--- src/rtl/mips_mc_pkg.sv ---
// ============================================================================
// Module   : mips_mc_pkg
// Purpose  : Shared encodings for the multicycle MIPS controller. This covers
//            the FSM state enum, the opcode and funct fields, the aluop codes
//            and the alucontrol codes.
// Config   : ADDI_J_EN adds the ADDIEX, ADDIWB and JUMP states.
// Revision : 1.0 - initial release
// ============================================================================
`default_nettype none

package mips_mc_pkg;

  // FSM states. The encodings are fixed because state_o exposes them for debug.
`ifdef ADDI_J_EN
  typedef enum logic [3:0] {
    S_FETCH   = 4'd0,
    S_DECODE  = 4'd1,
    S_MEMADR  = 4'd2,
    S_MEMRD   = 4'd3,
    S_MEMWB   = 4'd4,
    S_MEMWR   = 4'd5,
    S_EXECUTE = 4'd6,
    S_ALUWB   = 4'd7,
    S_BRANCH  = 4'd8,
    S_ADDIEX  = 4'd9,
    S_ADDIWB  = 4'd10,
    S_JUMP    = 4'd11
  } state_t;
`else
  typedef enum logic [3:0] {
    S_FETCH   = 4'd0,
    S_DECODE  = 4'd1,
    S_MEMADR  = 4'd2,
    S_MEMRD   = 4'd3,
    S_MEMWB   = 4'd4,
    S_MEMWR   = 4'd5,
    S_EXECUTE = 4'd6,
    S_ALUWB   = 4'd7,
    S_BRANCH  = 4'd8
  } state_t;
`endif

  // Opcodes
  localparam logic [5:0] OP_RTYPE = 6'b000000;
  localparam logic [5:0] OP_LW    = 6'b100011;
  localparam logic [5:0] OP_SW    = 6'b101011;
  localparam logic [5:0] OP_BEQ   = 6'b000100;
  localparam logic [5:0] OP_ADDI  = 6'b001000;
  localparam logic [5:0] OP_J     = 6'b000010;

  // R-type funct codes
  localparam logic [5:0] F_ADD = 6'b100000;
  localparam logic [5:0] F_SUB = 6'b100010;
  localparam logic [5:0] F_AND = 6'b100100;
  localparam logic [5:0] F_OR  = 6'b100101;
  localparam logic [5:0] F_SLT = 6'b101010;

  // aluop encodings, which the FSM passes to the ALU decoder
  localparam logic [1:0] ALUOP_ADD   = 2'b00;
  localparam logic [1:0] ALUOP_SUB   = 2'b01;
  localparam logic [1:0] ALUOP_FUNCT = 2'b10;

  // alucontrol encodings
  localparam logic [2:0] ALU_AND = 3'b000;
  localparam logic [2:0] ALU_OR  = 3'b001;
  localparam logic [2:0] ALU_ADD = 3'b010;
  localparam logic [2:0] ALU_SUB = 3'b110;
  localparam logic [2:0] ALU_SLT = 3'b111;

endpackage

`default_nettype wire

--- src/rtl/mips_aludec.sv ---
// ============================================================================
// Module   : mips_aludec
// Purpose  : ALU decoder. It maps the FSM aluop and the R-type funct field to
//            the 3-bit ALU operation.
// Config   : not affected by ADDI_J_EN.
// Revision : 1.0 - initial release
// ============================================================================
`default_nettype none

module mips_aludec
  import mips_mc_pkg::*;
(
  input  logic [1:0] aluop,
  input  logic [5:0] funct,
  output logic [2:0] alucontrol
);

  // Fixed add/subtract for address and branch work; funct only matters for R-type
  always_comb begin
    alucontrol = ALU_ADD;
    case (aluop)
      ALUOP_ADD: alucontrol = ALU_ADD;
      ALUOP_SUB: alucontrol = ALU_SUB;
      ALUOP_FUNCT: begin
        case (funct)
          F_ADD:   alucontrol = ALU_ADD;
          F_SUB:   alucontrol = ALU_SUB;
          F_AND:   alucontrol = ALU_AND;
          F_OR:    alucontrol = ALU_OR;
          F_SLT:   alucontrol = ALU_SLT;
          default: alucontrol = ALU_ADD;
        endcase
      end
      default: alucontrol = ALU_ADD;
    endcase
  end

endmodule

`default_nettype wire

--- src/rtl/mips_mc_controller.sv ---
// ============================================================================
// Module   : mips_mc_controller
// Purpose  : Moore FSM controller for a multicycle MIPS datapath. It also
//            counts retired instructions.
// Config   : defining ADDI_J_EN adds support for addi and j. When it is not
//            defined, those opcodes are treated as undefined.
// Revision : 1.0 - initial release
// ============================================================================
`default_nettype none

module mips_mc_controller
  import mips_mc_pkg::*;
(
  input  logic        clk,
  input  logic        reset,
  input  logic [5:0]  op,
  input  logic [5:0]  funct,
  input  logic        zero,
  output logic        pcen,
  output logic        irwrite,
  output logic        regwrite,
  output logic        memwrite,
  output logic        alusrca,
  output logic        iord,
  output logic        memtoreg,
  output logic        regdst,
  output logic [1:0]  alusrcb,
  output logic [1:0]  pcsrc,
  output logic [2:0]  alucontrol,
  output logic [3:0]  state_o,
  output logic [15:0] instret
);

  state_t      r_state;
  state_t      w_next;
  logic [15:0] r_instret;

  logic       w_pcwrite;
  logic       w_branch;
  logic       w_irwrite;
  logic       w_regwrite;
  logic       w_memwrite;
  logic       w_retire;
  logic [1:0] w_aluop;

  // State register. Reset asynchronously aborts any instruction in flight.
  always_ff @(posedge clk or negedge reset) begin
    if (!reset) r_state <= S_FETCH;
    else        r_state <= w_next;
  end

  // Next-state and Moore outputs. w_retire marks the last state of a real instruction.
  always_comb begin
    w_next     = S_FETCH;
    w_pcwrite  = 1'b0;
    w_branch   = 1'b0;
    w_irwrite  = 1'b0;
    w_regwrite = 1'b0;
    w_memwrite = 1'b0;
    w_retire   = 1'b0;
    w_aluop    = ALUOP_ADD;
    alusrca    = 1'b0;
    iord       = 1'b0;
    memtoreg   = 1'b0;
    regdst     = 1'b0;
    alusrcb    = 2'b00;
    pcsrc      = 2'b00;
    case (r_state)
      S_FETCH: begin
        alusrcb   = 2'b01;
        w_irwrite = 1'b1;
        w_pcwrite = 1'b1;
        w_next    = S_DECODE;
      end
      S_DECODE: begin
        alusrcb = 2'b11;
        case (op)
          OP_LW, OP_SW: w_next = S_MEMADR;
          OP_RTYPE:     w_next = S_EXECUTE;
          OP_BEQ:       w_next = S_BRANCH;
`ifdef ADDI_J_EN
          OP_ADDI:      w_next = S_ADDIEX;
          OP_J:         w_next = S_JUMP;
`endif
          default:      w_next = S_FETCH;
        endcase
      end
      S_MEMADR: begin
        alusrca = 1'b1;
        alusrcb = 2'b10;
        w_next  = (op == OP_LW) ? S_MEMRD : S_MEMWR;
      end
      S_MEMRD: begin
        iord   = 1'b1;
        w_next = S_MEMWB;
      end
      S_MEMWB: begin
        memtoreg   = 1'b1;
        w_regwrite = 1'b1;
        w_retire   = 1'b1;
        w_next     = S_FETCH;
      end
      S_MEMWR: begin
        iord       = 1'b1;
        w_memwrite = 1'b1;
        w_retire   = 1'b1;
        w_next     = S_FETCH;
      end
      S_EXECUTE: begin
        alusrca = 1'b1;
        w_aluop = ALUOP_FUNCT;
        w_next  = S_ALUWB;
      end
      S_ALUWB: begin
        regdst     = 1'b1;
        w_regwrite = 1'b1;
        w_retire   = 1'b1;
        w_next     = S_FETCH;
      end
      S_BRANCH: begin
        alusrca  = 1'b1;
        w_aluop  = ALUOP_SUB;
        pcsrc    = 2'b01;
        w_branch = 1'b1;
        w_retire = 1'b1;
        w_next   = S_FETCH;
      end
`ifdef ADDI_J_EN
      S_ADDIEX: begin
        alusrca = 1'b1;
        alusrcb = 2'b10;
        w_next  = S_ADDIWB;
      end
      S_ADDIWB: begin
        w_regwrite = 1'b1;
        w_retire   = 1'b1;
        w_next     = S_FETCH;
      end
      S_JUMP: begin
        pcsrc     = 2'b10;
        w_pcwrite = 1'b1;
        w_retire  = 1'b1;
        w_next    = S_FETCH;
      end
`endif
      default: w_next = S_FETCH;
    endcase
  end

  // Retired-instruction counter. It wraps naturally at 16 bits.
  always_ff @(posedge clk or negedge reset) begin
    if (!reset)        r_instret <= 16'd0;
    else if (w_retire) r_instret <= r_instret + 16'd1;
  end

  // The write strobes are gated by reset so that they drop the instant reset asserts.
  // Because branch is only set in BRANCH, zero can only affect pcen there.
  assign pcen     = reset & (w_pcwrite | (w_branch & zero));
  assign irwrite  = reset & w_irwrite;
  assign regwrite = reset & w_regwrite;
  assign memwrite = reset & w_memwrite;
  assign state_o  = r_state;
  assign instret  = r_instret;

  mips_aludec u_aludec (
    .aluop      (w_aluop),
    .funct      (funct),
    .alucontrol (alucontrol)
  );

endmodule

`default_nettype wire

--- config.mk ---
export PLATFORM = sky130hd
export DESIGN_NAME = mips_mc_controller
export DESIGN_NICKNAME = d
export VERILOG_FILES = /design/src/rtl/mips_mc_pkg.sv /design/src/rtl/mips_aludec.sv /design/src/rtl/mips_mc_controller.sv
export SDC_FILE = /design/constraint.sdc
export NUM_CORES = 1
export LEC_CHECK = 0
export BUFFER_PORTS_ARGS = -buffer_cell sky130_fd_sc_hd__buf_2
export CORE_MARGIN = 2
export CORE_UTILIZATION = 44
export CTS_BUF_LIST = sky130_fd_sc_hd__clkbuf_2
export CTS_CLUSTER_SIZE = 16
export DETAILED_ROUTE_END_ITERATION = 7
export PLACE_DENSITY = 0.84
export SYNTH_ARGS = -nofsm -noshare
export SYNTH_HDL_FRONTEND = slang
export SYNTH_SLANG_ARGS = --single-unit
--- constraint.sdc ---
create_clock -name clk -period 1.95 [get_ports clk]
set_input_delay 0.39 -clock clk [delete_from_list [all_inputs] [get_ports clk]]
set_output_delay 0.39 -clock clk [all_outputs]
set_load 0.02 [all_outputs]
==> results.py <==
metrics = {
    "yosys": {
        "synth_nets": 140,
        "netlist_area_um2": 1200,
        "ys_types": 33,
        "yosysSeqAreaShare_pct": 41.5,
        "ys_top_cells_by_area": "dfrtp_1 (42%), xnor2_1 (10%), nand4_1 (4.2%)",
        "synth.avg_cell_area_um2": 9.88,
        "ys_ff_latch": 20,
        "yosysTopAreaCellShare_pct": 41.5,
        "synthCells": 122,
        "synth_top_area_cell": "dfrtp_1",
        "yosysWarnings": 0,
    },
    "sta": {
        "drv_slew": 0,
        "min_period_ns": 2.30,
        "final.setup.worst_slack_ns": -0.353,
        "finalHoldViolCount": 0,
        "skew_ns": 0.00344,
        "rsz0062_at_grt": "true",
        "finalCritPeriodShare_pct": 118,
        "setup_violations": 4,
        "fmax_ghz": 0.434,
    },
    "floorplanning": {
        "placementRows": 18,
        "coreArea_um2": 2540,
        "dieArea_um2": 3170,
        "io_pins": 50,
        "die-width_um": 56.3,
        "fp.dieH_um": 56.3,
        "start_util_pct": 47.3,
    },
    "cells_and_area": {
        "mostFrequentLayoutCells": "buf_2 (40), buf_4 (18), dfrtp_1 (17)",
        "fin_nets": 201,
        "n_antenna_cell": 0,
        "final_common_cell": "buf_2",
        "final_util_pct": 66.0,
        "drive_gt1_share_pct": 48.4,
        "nFillCells": 197,
        "seqCellArea_um2": 504,
        "multi_input_area_um2": 718,
        "final_cell_area_um2": 1680,
        "area_growth_pct": 39.5,
    },
    "route": {
        "drc": 0,
        "vias": 1138,
        "first_pass_iters": 4,
        "ant_nets": 0,
        "vias_per_cell": 5.37,
        "routedWlPerCell_um": 14.1,
        "routed_wirelength_mm": 3.00,
        "drtIter0Drc": 27,
    },
    "cts": {
        "cts_tree": "done",
        "htree_levels": 1,
        "clock_path_buffers": 2,
        "clk_pin_slew_ns": 0.19,
        "clock_sinks": 20,
        "clk_latency_ns": 0.32,
        "cts_root_buf": "clkbuf_2",
        "cts_made_buffers": 3,
    },
    "setup_path": {
        "worstPathRequired_ns": 1.56,
        "crit_arrival_ns": 1.91,
        "reg2reg_to": "instret[14]",
        "cp-end-kind": "output pin",
        "reg2reg_depth": 5,
        "crit_type": "reg2out",
        "path_max_fanout": 3,
        "cp-start-kind": "flop",
        "r2r-start": "state_o[0]",
        "rrSetupSlack_ns": 0.12,
    },
    "outcome": {
        "status": "finished, violations left",
        "violations": "negative setup slack",
    },
    "global_route": {
        "antenna_found_initial": 0,
        "top_usage_layer": "met2",
        "first_global_vias": 1059,
        "gr-total-overflow": 0,
        "met3_usage_pct": 3.46,
        "use_met1_pct": 21.9,
        "grt_pass1_wl_mm": 4.78,
        "grt.met2_usage_pct": 33.9,
        "grtUsageTotal_pct": 19.4,
        "grt_max_degree": 19,
    },
    "placement": {
        "portBuffers": 48,
        "dpl_cell_area_um2": 1550,
        "dp_hpwl_mm": 2.25,
        "place_congestion": 0.782,
        "preCtsSetupSlack_ns": -0.0817,
    },
    "run": {
        "max_cap_violations": 0,
    },
    "pwr": {
        "p_leak_nw": 0.836,
        "power.density_nw_per_um2": 660,
        "irDropWorstVdd_v": 0.000457,
    },
    "min_path": {
        "hold_path.class": "in2async",
    },
}
## power by group
group / internal (mW) / leakage (nW) / switching, mW
Clock: 0.0446 / 0.0140 / 0.129
Sequential: 0.463 / 0.266 / 0.0596
Combinational: 0.174 / 0.556 / 0.239
Total: 0.681 / 0.836 / 0.428
## through the flow
step	hold slack, ns	setup TNS (ns)	total power [mW]	std cells
final	0.0832	-1.02	1.11	212
after global routing	0.0816	-1.48	1.17	212
after CTS	0.0799	-1.32	1.10	208
after detailed placement	0.220	-0.0922	0.913	201
after global placement	0.217	0	0.901	201
after floorplan	0.0944	-0.153	0.775	122
## cell type report
class / instances / area share (%)
clock buffer: 3 / 0.894
timing repair buffer: 63 / 23.2
clock inverter: 1 / 0.223
inverter: 3 / 0.670
multi-input combinational: 92 / 42.7
tap: 30 / 2.23
sequential: 20 / 30.0
## critical path, stage by stage (launching register included)
cell,delay (ns)
dfrtp_2,0.45
nand2b_4,0.14
or3_4,0.36
ha_4,0.25
a211o_4,0.27
buf_6,0.13
## synthesized netlist by cell type, drive strengths merged
cell    count
mux2        2
nand2b      3
o31ai       1
clkbuf      2
ha          3
a31o        2
dfrtp      20
nand3       6
conb        1
a211oi      1
a31oi       1
and4b       1
xor2        3
buf         5
or3         2
inv         3
nand4       8
nor2b       5
xnor2      14
or2b        1
and3        4
a22oi       1
nor3        7
or3b        1
nor3b       5
nor2        8
nand2       7
a211o       1
a21oi       2
and4        2
## how the worst max path moves through the flow
stage                    start            end  slack [ns]
floorplan           state_o[2]  alucontrol[1]       -0.07
global placement    state_o[2]  alucontrol[1]        0.01
detailed placement  state_o[2]  alucontrol[1]       -0.08
CTS                 state_o[2]  alucontrol[1]       -0.41
global route        state_o[2]  alucontrol[1]       -0.42
finish              state_o[2]  alucontrol[1]       -0.35
## metal layers
layer	vias up	wire (µm)	part of all wire [%]
met4	0	110	3.7
li1	546	-	-
met5	-	0	0
met2	43	1530	51
met3	8	155	5.2
met1	541	1200	40
## cell families after synthesis
group | Yosys count | synth area share [%]
buffers and inverters | 10 | 4.98
other | 1 | 0.311
XOR/XNOR | 17 | 12.4
AO/OA/AOI/OAI | 9 | 7.37
adder cells (fa/ha/maj) | 3 | 3.12
multiplexers | 2 | 1.87
AND/OR/NAND/NOR | 60 | 28.5
flip-flops | 20 | 41.5
## state kept, by name, summed over array words and instances (netlist names)
| signal | count |
|---|---|
| state_o | 4 |
| instret | 16 |
## repair_timing
item,in CTS,in global routing
hold endpoints to repair,2,0
endpoints found under the setup margin,6,11
hold buffers,1,0
buffers inserted,2,4
pin swaps,3,4
resized for setup,11,8
Power figures use the tool's default switching activity.
